`config.mk`:
```
export PLATFORM = sky130hd
export DESIGN_NAME = dm_access_ctrl
export DESIGN_NICKNAME = d
export VERILOG_FILES = /design/src/rtl/dm_access_ctrl.sv
export SDC_FILE = /design/constraint.sdc
export NUM_CORES = 1
export LEC_CHECK = 0
export BUFFER_PORTS_ARGS = -buffer_cell sky130_fd_sc_hd__buf_2
export CAP_MARGIN = 20
export CORE_MARGIN = 1.5
export CORE_UTILIZATION = 49
export CTS_CLUSTER_DIAMETER = 80
export DETAILED_ROUTE_END_ITERATION = 12
export PLACE_DENSITY_LB_ADDON = 0.25
export REMOVE_ABC_BUFFERS = 1
export SYNTH_ARGS = -nofsm -noshare
export SYNTH_HDL_FRONTEND = slang
export SYNTH_SLANG_ARGS = --single-unit
```
`constraint.sdc`:
```
create_clock -name clk -period 5 [get_ports clk]
set_input_delay 1.25 -clock clk [delete_from_list [all_inputs] [get_ports clk]]
set_output_delay 1.25 -clock clk [all_outputs]
set_load 0.005 [all_outputs]
```
`src/rtl/dm_access_ctrl.sv`:
```
// Data-memory access stage: posted-write buffer in front of a single-outstanding req/ack memory port.
// Optional read forwarding from the write buffer is enabled by defining DM_WBUF_FWD_EN.
module dm_access_ctrl #(
    parameter int unsigned ADD_W      = 16,
    parameter int unsigned DT_W       = 16,
    parameter int unsigned WBUF_DEPTH = 2,
    parameter int unsigned TMO_CYC    = 15
) (
    input  logic             clk,
    input  logic             rst,
    input  logic [ADD_W-1:0] dg_dm_add,
    input  logic             ps_dm_rd_en,
    input  logic             ps_dm_wrt_en,
    input  logic [DT_W-1:0]  bc_dt,
    output logic             dm_ps_stall,
    output logic             dm_ps_err,
    output logic [DT_W-1:0]  dm_bc_dt,
    output logic             dm_bc_vld,
    output logic             dm_mem_req,
    output logic             dm_mem_wrt,
    output logic [ADD_W-1:0] dm_mem_add,
    output logic [DT_W-1:0]  dm_mem_wdt,
    input  logic             mem_dm_ack,
    input  logic [DT_W-1:0]  mem_dm_rdt
);

    localparam int unsigned PW = $clog2(WBUF_DEPTH);
    localparam int unsigned TW = 8;

    typedef enum logic [1:0] {IDLE, WR_BUS, RD_DRAIN, RD_BUS} state_e;

    state_e           state_q, state_d;
    logic [PW:0]      wptr_q, rptr_q, wptr_d, rptr_d;
    logic [ADD_W-1:0] badd_q [WBUF_DEPTH];
    logic [DT_W-1:0]  bdat_q [WBUF_DEPTH];
    logic [ADD_W-1:0] rd_add_q, rd_add_d;
    logic [TW-1:0]    tmo_q, tmo_d;
    logic             req_q, req_d, wrt_q, wrt_d;
    logic [ADD_W-1:0] madd_q, madd_d;
    logic [DT_W-1:0]  mwdt_q, mwdt_d;
    logic [DT_W-1:0]  bcdt_q, bcdt_d;
    logic             vld_q, vld_d, err_q, err_d;

    logic             empty, full, ack, tmo, pop, push, stall;
    logic             accept, rd_acc, rd_mem, rd_fwd, empty_after, byp;
    logic             hit;
    logic [DT_W-1:0]  hit_dt;
    logic [PW-1:0]    head_idx;

    assign empty       = (wptr_q == rptr_q);
    assign full        = (wptr_q[PW] != rptr_q[PW]) && (wptr_q[PW-1:0] == rptr_q[PW-1:0]);
    assign ack         = req_q & mem_dm_ack;
    assign tmo         = req_q & ~mem_dm_ack & (tmo_q == TW'(TMO_CYC - 1));
    assign pop         = wrt_q & (ack | tmo);
    // A full buffer still takes a write in the cycle its head is retired.
    assign stall       = (state_q == RD_DRAIN) | (state_q == RD_BUS)
                       | (ps_dm_wrt_en & full & ~pop);
    assign accept      = (ps_dm_rd_en | ps_dm_wrt_en) & ~stall;
    assign push        = accept & ps_dm_wrt_en;
    assign rd_acc      = accept & ps_dm_rd_en & ~ps_dm_wrt_en;
    assign rd_fwd      = rd_acc & hit;
    assign rd_mem      = rd_acc & ~hit;
    assign wptr_d      = wptr_q + (PW+1)'(push);
    assign rptr_d      = rptr_q + (PW+1)'(pop);
    assign empty_after = (wptr_d == rptr_d);
    assign head_idx    = rptr_d[PW-1:0];
    assign byp         = push & (wptr_q[PW-1:0] == head_idx);

`ifdef DM_WBUF_FWD_EN
    logic [PW:0] cnt;
    assign cnt = wptr_q - rptr_q;

    // Scan oldest to newest so the newest matching entry wins.
    always_comb begin
        logic [PW-1:0] idx;
        hit    = 1'b0;
        hit_dt = '0;
        idx    = '0;
        for (int unsigned k = 0; k < WBUF_DEPTH; k++) begin
            idx = rptr_q[PW-1:0] + PW'(k);
            if (((PW+1)'(k) < cnt) && (badd_q[idx] == dg_dm_add)) begin
                hit    = 1'b1;
                hit_dt = bdat_q[idx];
            end
        end
    end
`else
    assign hit    = 1'b0;
    assign hit_dt = '0;
`endif

    // Next-state and registered-output logic.
    always_comb begin
        state_d  = state_q;
        rd_add_d = rd_add_q;
        bcdt_d   = bcdt_q;
        vld_d    = 1'b0;
        err_d    = (push & ps_dm_rd_en) | tmo;
        tmo_d    = (req_q & ~mem_dm_ack & ~tmo) ? tmo_q + TW'(1) : '0;

        case (state_q)
            IDLE, WR_BUS: begin
                if (rd_mem) begin
                    rd_add_d = dg_dm_add;
                    state_d  = empty_after ? RD_BUS : RD_DRAIN;
                end else begin
                    state_d  = empty_after ? IDLE : WR_BUS;
                end
            end
            RD_DRAIN: begin
                if (empty_after) state_d = RD_BUS;
            end
            RD_BUS: begin
                if (ack | tmo) begin
                    state_d = IDLE;
                    bcdt_d  = ack ? mem_dm_rdt : '1;
                    vld_d   = 1'b1;
                end
            end
            default: state_d = IDLE;
        endcase

        if (rd_fwd) begin
            bcdt_d = hit_dt;
            vld_d  = 1'b1;
        end

        req_d  = (state_d != IDLE);
        wrt_d  = (state_d == WR_BUS) || (state_d == RD_DRAIN);
        madd_d = '0;
        mwdt_d = '0;
        if (wrt_d) begin
            madd_d = byp ? dg_dm_add : badd_q[head_idx];
            mwdt_d = byp ? bc_dt     : bdat_q[head_idx];
        end else if (state_d == RD_BUS) begin
            madd_d = rd_add_d;
        end
    end

    always_ff @(posedge clk) begin
        if (rst) begin
            state_q  <= IDLE;
            wptr_q   <= '0;
            rptr_q   <= '0;
            rd_add_q <= '0;
            tmo_q    <= '0;
            req_q    <= 1'b0;
            wrt_q    <= 1'b0;
            madd_q   <= '0;
            mwdt_q   <= '0;
            bcdt_q   <= '0;
            vld_q    <= 1'b0;
            err_q    <= 1'b0;
        end else begin
            state_q  <= state_d;
            wptr_q   <= wptr_d;
            rptr_q   <= rptr_d;
            rd_add_q <= rd_add_d;
            tmo_q    <= tmo_d;
            req_q    <= req_d;
            wrt_q    <= wrt_d;
            madd_q   <= madd_d;
            mwdt_q   <= mwdt_d;
            bcdt_q   <= bcdt_d;
            vld_q    <= vld_d;
            err_q    <= err_d;
        end
    end

    // Buffer storage needs no reset; validity comes from the pointers.
    always_ff @(posedge clk) begin
        if (push) begin
            badd_q[wptr_q[PW-1:0]] <= dg_dm_add;
            bdat_q[wptr_q[PW-1:0]] <= bc_dt;
        end
    end

    assign dm_ps_stall = stall;
    assign dm_ps_err   = err_q;
    assign dm_bc_dt    = bcdt_q;
    assign dm_bc_vld   = vld_q;
    assign dm_mem_req  = req_q;
    assign dm_mem_wrt  = wrt_q;
    assign dm_mem_add  = madd_q;
    assign dm_mem_wdt  = mwdt_q;

endmodule

```
==> out/results.ini <==
[status]
outcome=complete, no violations

[global_routing]
grt_usage=0.1973
globalRouteOverflowTotal=0
antenna_found_initial=0
grt_max_degree=45
grt_pass1_wl_um=17830
grt_pass1_vias=3774

[clocking]
htreeDepth=4
clockBufferDepth=2
cts_resized=0
clk_latency_ns=0.42
cts_tree=built
ctsHoldBuffers=0
numClockSinks=146
cts_buffers=17
root_buffer=clkbuf_16
post-cts-setup-buffers=0
clkTransAtPathRegs_ns=0.06

[critical_path]
path_cells=buf_2 > nand2_1 > o21ai_2 > a21oi_1 > nor2_1 > ha_2 > xnor2_1 > xor2_1 > o22a_1 > a211o_1 > ha_1 > or3b_2 > o22ai_1
slowest_delay_ns=0.70
slowest_stage=or3b_2
cp_data_required_time_ns=5.33
crit_path_end_kind=register
worstPathMaxFanout=16
start_kind=input pin
crit_type=in -> reg
cp.arrival_ns=4.25

[detailed_routing]
first_iter_violations=190
vias=3600
wire_per_inst_um=16.17
drc_errors=0
wl_um=11080
drt_pass1_iterations=4
drtAntennaViolNets=0
viasPerCell=5.255

[place]
place_inst=653
gp_congestion=0.7672
numPortBuffers=105
dp_hpwl_um=6819
place_area_um2=6228

[sta]
setup_violations=0
finalMaxSlewViolations=0
final.setup.tns_ns=0
maxClockFrequency_mhz=254.6
max_slew_margin=0.3260
period_needed_ns=3.928
holdWs_ns=0.4790
finalCritPeriodShare=0.7857
rsz0062_at_grt=false
skew_ns=0.01229
hold_violations=0
tightest_slew_ns=1.011

[layout]
instances_no_fill=685
drive_gt1_frac=0.3505
layout_common_cells=buf_2 (105), dfxtp_1 (82), nor2_1 (81)
antenna_cells=0
final_common_cell=buf_2
register_area_um2=3563
nets=592
design_area_um2=6793
syn2layout_area_growth_pct=21.78
multi_input_area_um2=1878
nFillCells=856

[pwr]
vdd_drop_max_mv=0.3291
swShare=0.2481
power_mw=3.064
pwr-share-clk=0.392
p_per_area_nw_per_um2=451.1
leakagePower_nw=2.740
power.switching_mw=0.7602
p_int_mw=2.304
combPwrFrac=0.150
power_frac_seq=0.459

[floorplanning]
core_um2=10980
die_h_um=109.7
ios=106
die_area_um2=12030
initial_core_util=0.5079
rows=38
die_w_um=109.7

[synthesis]
ys_seq_area_frac=0.6389
syn_area_per_cell_um2=13.06
synth_warnings=0
syn_area_um2=5578
syn_inst=427
synthDistinctLibCells=41
ys_ff_latch=146

[flow_run]
drv_cap=0

[hold_path]
hold_path.class=reg -> reg

-- area by class of cell --
class / count / share of cell area
clock buffers: 20 / 0.06576
clock inverters: 12 / 0.01731
inverters: 7 / 0.003868
multi-input cells: 247 / 0.2765
flip-flops and latches: 146 / 0.5246
well taps: 140 / 0.02579
repair buffers: 113 / 0.08620
-- routing by layer --
metal | up-vias | wire length [um] | GRT usage
li1 | 1748 | - | -
met5 | - | 0 | 0
met3 | 16 | 768 | 0.06995
met1 | 1722 | 4856 | 0.2324
met2 | 114 | 5254 | 0.3239
met4 | 0 | 200 | 0.08905
-- sequential cells by signal, indices dropped and copies added (netlist names), 2 cells and up --
register and count:
dm_mem_add 16, badd_q 32, rd_add_q 16, state_q 2
wptr_q 2, rptr_q 2, bdat_q 32, dm_mem_wdt 16
dm_bc_dt 16, tmo_q 8
-- cell families after synthesis --
kind of cell,share of synthesized area
mux,0.1184
simple gates,0.08390
buf+inv,0.03006
xor+xnor,0.01884
fa+ha+maj,0.01570
compound gates,0.09421
flops,0.6389
-- worst max-delay path, delay by kind of cell --
| kind | cells | cell delay (ns) |
|---|---|---|
| buffers and inverters | 1 | 0.11 |
| AO/OA/AOI/OAI | 5 | 1.15 |
| adder cells (fa/ha/maj) | 2 | 0.51 |
| XOR/XNOR | 2 | 0.32 |
| AND/OR/NAND/NOR | 3 | 0.91 |
-- synthesized netlist by cell type, drive strengths merged --
cell | count | area [um2]
a2111oi | 1 | 8.760
a211o | 1 | 8.760
a211oi | 32 | 355.3
a21oi | 3 | 15.01
a31oi | 1 | 6.260
and2 | 2 | 12.51
and3 | 1 | 6.260
buf | 13 | 88.83
clkbuf | 14 | 52.55
dfxtp | 82 | 1642
edfxtp | 64 | 1922
ha | 7 | 87.58
inv | 7 | 26.28
mux2 | 16 | 180.2
mux2i | 48 | 480.5
nand2 | 3 | 11.26
nand2b | 2 | 12.51
nand3 | 2 | 10.01
nand3b | 1 | 7.510
nand4 | 2 | 12.51
nand4b | 1 | 8.760
nor2 | 81 | 304.0
nor2b | 3 | 18.77
nor3 | 1 | 10.01
nor4 | 1 | 6.260
o21ai | 2 | 13.76
o22a | 1 | 8.760
o22ai | 16 | 100.1
o31a | 1 | 8.760
or2 | 2 | 12.51
or3 | 1 | 6.260
or3b | 1 | 8.760
or4b | 2 | 20.02
xnor2 | 5 | 43.79
xor2 | 7 | 61.31
-- worst paths after layout --
path	startpoint	end	slack [ns]	cells after the start
worst max-delay path	mem_dm_ack	dm_mem_add[6]	1.07	13
worst min-delay path	tmo_q[0]	tmo_q[0]	0.48	1
worst max register to register	tmo_q[4]	dm_mem_add[6]	1.12	12
worst min register to register	tmo_q[0]	tmo_q[0]	0.48	1
-- per-stage QoR --
step                      setup WS [ns]    util
after floorplan                  -1.562       -
after global placement           0.8267  0.5671
after detailed placement         0.7112  0.5671
after CTS                         1.110  0.6185
after global routing             0.9325  0.6185
final                             1.072  0.6185
-- power groups by stage --
stage	combinational [mW]	sequential [mW]	clock [mW]
final	0.459	1.40	1.20
after global routing	0.506	1.41	1.27
after CTS	0.465	1.41	1.22
after detailed placement	0.462	1.43	0
after global placement	0.452	1.43	0
after floorplan	0.275	1.43	0
No activity file was read; power rests on OpenSTA's default activity.
